## config.mk

```make
export PLATFORM = sky130hd
export DESIGN_NAME = window_deframer
export DESIGN_NICKNAME = d
export VERILOG_FILES = /design/src/rtl/framer_pkg.sv /design/src/rtl/frame_sram.sv /design/src/rtl/window_deframer.sv
export SDC_FILE = /design/constraint.sdc
export NUM_CORES = 2
export LEC_CHECK = 0
export BUFFER_PORTS_ARGS = -buffer_cell sky130_fd_sc_hd__buf_2
export CORE_MARGIN = 4
export CORE_UTILIZATION = 43
export DETAILED_ROUTE_END_ITERATION = 7
export PLACE_DENSITY = 0.56
export SETUP_SLACK_MARGIN = 0.1
export SYNTH_ARGS = -nofsm -noshare
export SYNTH_HDL_FRONTEND = slang
export SYNTH_SLANG_ARGS = --single-unit
export TNS_END_PERCENT = 1
```

## constraint.sdc

```tcl
create_clock -name clk -period 9.17 [get_ports clk]
set_clock_uncertainty 0.15 [all_clocks]
set_input_delay 1.3755 -clock clk [delete_from_list [all_inputs] [get_ports clk]]
set_output_delay 1.3755 -clock clk [all_outputs]
set_load 0.005 [all_outputs]
```

## src/rtl/framer_pkg.sv

```systemverilog
// Shared types, sizes and small helpers for the window deframer: frame sizes,
// state enum, sample type and the rounded average used when overlapping frames.
package framer_pkg;

  localparam int FRAME_SIZE_128 = 128;
  localparam int FRAME_SIZE_256 = 256;

  typedef enum logic {
    RECV = 1'b0,
    EMIT = 1'b1
  } deframer_state_e;

  typedef logic [7:0] sample_t;

  function automatic logic [7:0] frame_last_idx(input logic n256);
    return n256 ? 8'(FRAME_SIZE_256 - 1) : 8'(FRAME_SIZE_128 - 1);
  endfunction

  function automatic logic [7:0] hop_size(input logic n256);
    return n256 ? 8'(FRAME_SIZE_256 / 2) : 8'(FRAME_SIZE_128 / 2);
  endfunction

  function automatic logic [7:0] emit_last_idx(input logic n256, input logic ovl);
    return ovl ? (hop_size(n256) - 8'd1) : frame_last_idx(n256);
  endfunction

  // 9-bit sum so 0xFF + 0xFF + 1 does not wrap before the halving.
  function automatic sample_t avg_round(input sample_t a, input sample_t b);
    logic [8:0] sum;
    sum = {1'b0, a} + {1'b0, b} + 9'd1;
    return 8'(sum >> 1);
  endfunction

endpackage

```

## src/rtl/frame_sram.sv

```systemverilog
// 256x8 frame buffer: one synchronous write port, two asynchronous read ports
// (current sample index and the matching second-half index for the tail).
module frame_sram
  import framer_pkg::*;
(
  input  logic       clk,
  input  logic       we,
  input  logic [7:0] waddr,
  input  sample_t    wdata,
  input  logic [7:0] raddr_a,
  output sample_t    rdata_a,
  input  logic [7:0] raddr_b,
  output sample_t    rdata_b
);

  sample_t mem_q [256];

  always_ff @(posedge clk) begin
    if (we) begin
      mem_q[waddr] <= wdata;
    end
  end

  assign rdata_a = mem_q[raddr_a];
  assign rdata_b = mem_q[raddr_b];

endmodule

```

## src/rtl/window_deframer.sv

```systemverilog
// Collects N-byte frames and replays them, either verbatim or as an overlap-add
// of the first half with the previous frame's second half (rounded average).
module window_deframer
  import framer_pkg::*;
(
  input  logic            clk,
  input  logic            reset_n,
  input  logic            use_256_points,
  input  logic            overlap_half_window,
  input  logic            flush,
  input  logic            window_valid,
  input  logic [7:0]      window_data,
  output logic            window_ready,
  output logic            sample_valid,
  output logic [7:0]      sample_data,
  input  logic            sample_ready,
  output logic            frame_done,
  output logic [7:0]      frame_count,
  output deframer_state_e dbg_state
);

  // Handshake: a byte/sample moves only in a cycle where valid and ready are both 1;
  // the sample side is registered and holds while sample_valid=1 and sample_ready=0.

  deframer_state_e state_q, state_d;
  logic [7:0] wr_idx_q, wr_idx_d;
  logic [7:0] rd_idx_q, rd_idx_d;
  logic       tail_valid_q, tail_valid_d;
  logic       n256_q, n256_d;
  logic       ovl_q, ovl_d;
  logic       sample_valid_q, sample_valid_d;
  sample_t    sample_data_q, sample_data_d;
  logic       frame_done_q, frame_done_d;
  logic [7:0] frame_count_q, frame_count_d;

  logic       sram_we;
  logic [7:0] rd_a_addr;
  logic [7:0] rd_b_addr;
  sample_t    sram_rd_a;
  sample_t    sram_rd_b;
  logic       tail_we;
  sample_t    tail_q [128];
  sample_t    tail_rd;
  sample_t    next_sample;

  frame_sram u_frame_sram (
    .clk     (clk),
    .we      (sram_we),
    .waddr   (wr_idx_q),
    .wdata   (window_data),
    .raddr_a (rd_a_addr),
    .rdata_a (sram_rd_a),
    .raddr_b (rd_b_addr),
    .rdata_b (sram_rd_b)
  );

  // Port A always points at the sample to load next: index 0 while receiving,
  // the following index while emitting. Port B feeds the tail refill.
  assign rd_a_addr = (state_q == EMIT) ? (rd_idx_q + 8'd1) : 8'd0;
  assign rd_b_addr = hop_size(n256_q) + rd_idx_q;
  assign tail_rd   = tail_q[rd_a_addr[6:0]];

  always_ff @(posedge clk) begin
    if (tail_we) begin
      tail_q[rd_idx_q[6:0]] <= sram_rd_b;
    end
  end

  always_comb begin
    next_sample = (ovl_q && tail_valid_q) ? avg_round(tail_rd, sram_rd_a) : sram_rd_a;
  end

  always_comb begin
    state_d        = state_q;
    wr_idx_d       = wr_idx_q;
    rd_idx_d       = rd_idx_q;
    tail_valid_d   = tail_valid_q;
    n256_d         = n256_q;
    ovl_d          = ovl_q;
    sample_valid_d = sample_valid_q;
    sample_data_d  = sample_data_q;
    frame_done_d   = 1'b0;
    frame_count_d  = frame_count_q;
    sram_we        = 1'b0;
    tail_we        = 1'b0;

    case (state_q)
      RECV: begin
        if (flush) begin
          wr_idx_d     = 8'd0;
          tail_valid_d = 1'b0;
        end else if (window_valid) begin
          sram_we  = 1'b1;
          wr_idx_d = wr_idx_q + 8'd1;
          if (wr_idx_q == 8'd0) begin
            n256_d = use_256_points;
            ovl_d  = overlap_half_window;
            // History from a differently shaped or non-overlap frame is unusable.
            if (!overlap_half_window || (use_256_points != n256_q) ||
                (overlap_half_window != ovl_q)) begin
              tail_valid_d = 1'b0;
            end
          end else if (wr_idx_q == frame_last_idx(n256_q)) begin
            state_d        = EMIT;
            rd_idx_d       = 8'd0;
            sample_valid_d = 1'b1;
            sample_data_d  = next_sample;
          end
        end
      end

      EMIT: begin
        if (sample_ready) begin
          tail_we = ovl_q;
          if (rd_idx_q == emit_last_idx(n256_q, ovl_q)) begin
            state_d        = RECV;
            sample_valid_d = 1'b0;
            frame_done_d   = 1'b1;
            frame_count_d  = frame_count_q + 8'd1;
            wr_idx_d       = 8'd0;
            rd_idx_d       = 8'd0;
            tail_valid_d   = ovl_q;
          end else begin
            rd_idx_d      = rd_idx_q + 8'd1;
            sample_data_d = next_sample;
          end
        end
      end

      default: state_d = RECV;
    endcase
  end

  always_ff @(posedge clk or negedge reset_n) begin
    if (!reset_n) begin
      state_q        <= RECV;
      wr_idx_q       <= 8'd0;
      rd_idx_q       <= 8'd0;
      tail_valid_q   <= 1'b0;
      n256_q         <= 1'b0;
      ovl_q          <= 1'b0;
      sample_valid_q <= 1'b0;
      sample_data_q  <= 8'd0;
      frame_done_q   <= 1'b0;
      frame_count_q  <= 8'd0;
    end else begin
      state_q        <= state_d;
      wr_idx_q       <= wr_idx_d;
      rd_idx_q       <= rd_idx_d;
      tail_valid_q   <= tail_valid_d;
      n256_q         <= n256_d;
      ovl_q          <= ovl_d;
      sample_valid_q <= sample_valid_d;
      sample_data_q  <= sample_data_d;
      frame_done_q   <= frame_done_d;
      frame_count_q  <= frame_count_d;
    end
  end

  assign window_ready = (state_q == RECV);
  assign sample_valid = sample_valid_q;
  assign sample_data  = sample_data_q;
  assign frame_done   = frame_done_q;
  assign frame_count  = frame_count_q;
  assign dbg_state    = state_q;

endmodule

```

==> flow_summary.toml <==
[run_status]
status = "complete, but fails checks"
failed_checks = "design-rule violations"

[timing]
worst_slack_ns = 1.34
worst_pin_slew_ns = 1.45
drv_slew = 0
hold_violations = 0
rsz0062_at_grt = "false"
fin_crit_ns = 7.83
period_share = 0.854
final.setup.tns_ns = 0
setup_viol = 0
max_freq_mhz = 128
maxSlewHeadroom = 0.0323

[placement]
dp.cells = 12400
dpl.hpwl_um = 293000
port-buffer-count = 34
gp_congestion = 0.907
place_ws_ns = 1.76

[synth]
yosysTopAreaCell = "edfxtp_1"
ys_seq_area_frac = 0.686
yosys-top-cells-count = "edfxtp_1 (3072), a22oi_1 (604), nand2_1 (521), nor2_1 (483), mux4_2 (429)"
syn-instance-count = 8775
synth-async-reset-ratio = 0.0122
synth_seq_cells = 3110
ys_types = 81
yosysTopAreaCellShare = 0.679
syn_area_per_cell_um2 = 15.5
syn_nets = 8805
synth_area_um2 = 136000
synth_most_common_cell = "edfxtp_1"
ys.flop_type = "edfxtp_1"
synth_edf_count = 3072
yosys_warnings = 0
synth_area_leaders = "edfxtp_1 (68%), mux4_2 (7.1%), a22oi_1 (3.3%)"

[critical_path]
crit_chain = "ha_4 > inv_2 > nor2_4 > buf_4 > buf_4 > mux4_2 > a211oi_1 > a221oi_1 > nor3_1 > nor2_1 > ha_1 > a21o_1 > a21o_1 > a21o_1 > a21oi_1 > nor2_1 > a21oi_1 > o21ai_0"
end_kind = "register"
worst-setup-path-type = "register to register"
cp_slowest_cell = "nor2_4"
cp.required_ns = 9.81
cp_common_cell = "a21o_1"
critPathLaunchType = "register"
worstPathBufferInverterCount = 3
critPathTopFamily = "simple AND/OR/NAND/NOR gates"
slowest_delay_ns = 1.05
arrival_ns = 8.47
cp_max_fo = 34

[die]
io_pins = 35
die-area_um2 = 325000
initial_core_util = 0.432
chipHeight_um = 570
fp.dieW_um = 570
core.rowCount = 206
coreArea_um2 = 315000

[global_route]
grt_pass1_vias = 88900
grt_start_max_net_pins = 137
grt_antenna_before_repair = 21
met3_usage = 0.0918
grt-busiest-layer = "met2"
grt_pass1_wl_um = 688000
grt_overflow_total = 0
grt.total_usage = 0.295
grt_util_met1 = 0.404
gr-usage-met2 = 0.438

[cts]
clock_sinks = 3110
numCtsBuffers = 331
ctsRootBufferMaster = "clkbuf_16"
cts_resized = 0
htree_levels = 5
post_cts_buffers = 0
clock_latency_ns = 0.97
cts.clk_slew.worst_paths_ns = 0.06
ctsHoldBuffers = 0
cts_buffer_depth = 4
cts_tree = "done"

[min_path]
min_path_type = "register to register"

[detailed_routing]
drc = 1
wl_per_cell_um = 37.9
vias = 92200
wl_um = 495000
antenna_left = 0
firstDrtPassIters = 8
post_drt_via_cell_ratio = 7.06
drt_iter0_drc = 14900

[power]
irDropWorstVdd_mv = 0.402
leakagePower_nw = 45.9
p_per_area_nw_per_um2 = 337

[final_layout]
nNetsFinal = 8647
areaGrowthSynthToFinish_pct = 11.5
final_cells = 13100
drive_gt1_frac = 0.150

[flow_run]
drv_cap = 0
## placed cells by master (no fill, tap or decap), drive strengths merged, types with 10 or more instances in the layout
| cell | instances |
|---|---|
| nand4 | 185 |
| nand2b | 11 |
| nor3 | 164 |
| xnor2 | 22 |
| mux4 | 429 |
| a311oi | 108 |
| and3 | 11 |
| a21oi | 116 |
| a22o | 155 |
| o31ai | 10 |
| and2 | 11 |
| dfrtp | 38 |
| a21o | 10 |
| diode | 12 |
| o221ai | 17 |
| mux2 | 58 |
| ha | 14 |
| nand2 | 521 |
| o21ai | 362 |
| clkbuf | 405 |
| o22ai | 19 |
| inv | 28 |
| clkinv | 159 |
| nor2b | 18 |
| a211oi | 155 |
| o32ai | 52 |
| buf | 303 |
| o211ai | 161 |
| a221oi | 302 |
| mux2i | 288 |
| bufinv | 28 |
| a22oi | 604 |
| a222oi | 27 |
| o32a | 39 |
| nand3 | 189 |
| edfxtp | 3072 |
| a32oi | 145 |
| o2111ai | 11 |
| a31oi | 84 |
| nor2 | 484 |
## power by group
group	switching, mW	internal, mW
clock network	5.80	7.54
registers	0.175	17.4
logic	14.3	5.89
## per-layer routing
metal	up-vias	part of all wire
li1	36300	-
met1	47200	0.38
met2	7286	0.44
met3	1288	0.13
met4	14	0.047
met5	-	0.00027
## state kept, by name, summed over array words and instances (netlist names)
| name | count |
|---|---|
| sample_data | 8 |
| sample_valid | 1 |
| tail_q | 1024 |
| tail_valid_q | 1 |
| frame_done | 1 |
| rd_idx_q | 8 |
| frame_count | 8 |
| dbg_state | 1 |
| ovl_q | 1 |
| n256_q | 1 |
| u_frame_sram.mem_q | 2048 |
| wr_idx_q | 8 |
## layout make-up
class                   count  area (um2)
diodes                     12        30.0
clock buffers             398        8590
clock inverters           209        2100
fillers                 26300      163000
inverters                  14        60.1
multi-input cells        4850       39200
flip-flops and latches   3110       93200
well taps                4160        5200
repair buffers            310        3180
## cell families (layout without fill, tap and decap cells)
group | after synthesis | count (layout) | share of synthesized area
other | 0 | 12 | 0
and+or+nand+nor | 1619 | 1619 | 0.0531
xor gates and xnor gates | 31 | 31 | 0.00219
AOI/OAI and AO/OA | 2410 | 2410 | 0.132
muxes | 775 | 775 | 0.0972
DFF | 3110 | 3110 | 0.686
buffers and inverters | 815 | 931 | 0.0280
adders and majority gates | 15 | 15 | 0.00144
## worst register-to-register path: cells and delay by family (launching register included)
family,cells,cell delay (ns)
AO/OA/AOI/OAI,8,1.91
adder cells (fa/ha/maj),2,1.24
AND/OR/NAND/NOR,4,2.02
flip-flops,1,0.75
multiplexers,1,0.36
buffers and inverters,3,1.23
## worst paths after layout
check,slack (ns),to,depth (start not counted),startpoint
max in group asynchronous,7.92,rd_idx_q[3]$_DFFE_PN0P_,2,reset_n
max reg2reg,1.34,sample_data[7]$_DFFE_PN0P_,18,rd_idx_q[1]$_DFFE_PN0P_
min in group asynchronous,0.38,frame_count[7]$_DFFE_PN0P_,2,reset_n
min,0.31,frame_count[7]$_DFFE_PN0P_,1,frame_count[7]$_DFFE_PN0P_
min reg2reg,0.31,frame_count[7]$_DFFE_PN0P_,1,frame_count[7]$_DFFE_PN0P_
max,1.34,sample_data[7]$_DFFE_PN0P_,18,rd_idx_q[1]$_DFFE_PN0P_
## per-stage QoR
step	utilization	instance area [um2]	power, mW	hold slack, ns
floorplan	-	136000	28.9	0.314
global placement	0.448	141000	37.3	0.307
detailed placement	0.448	141000	37.5	0.314
CTS	0.482	152000	50.7	0.321
global route	0.482	152000	52.5	0.354
finish	0.482	152000	51.2	0.312
Note: power is estimated with default switching activity, not from simulation.
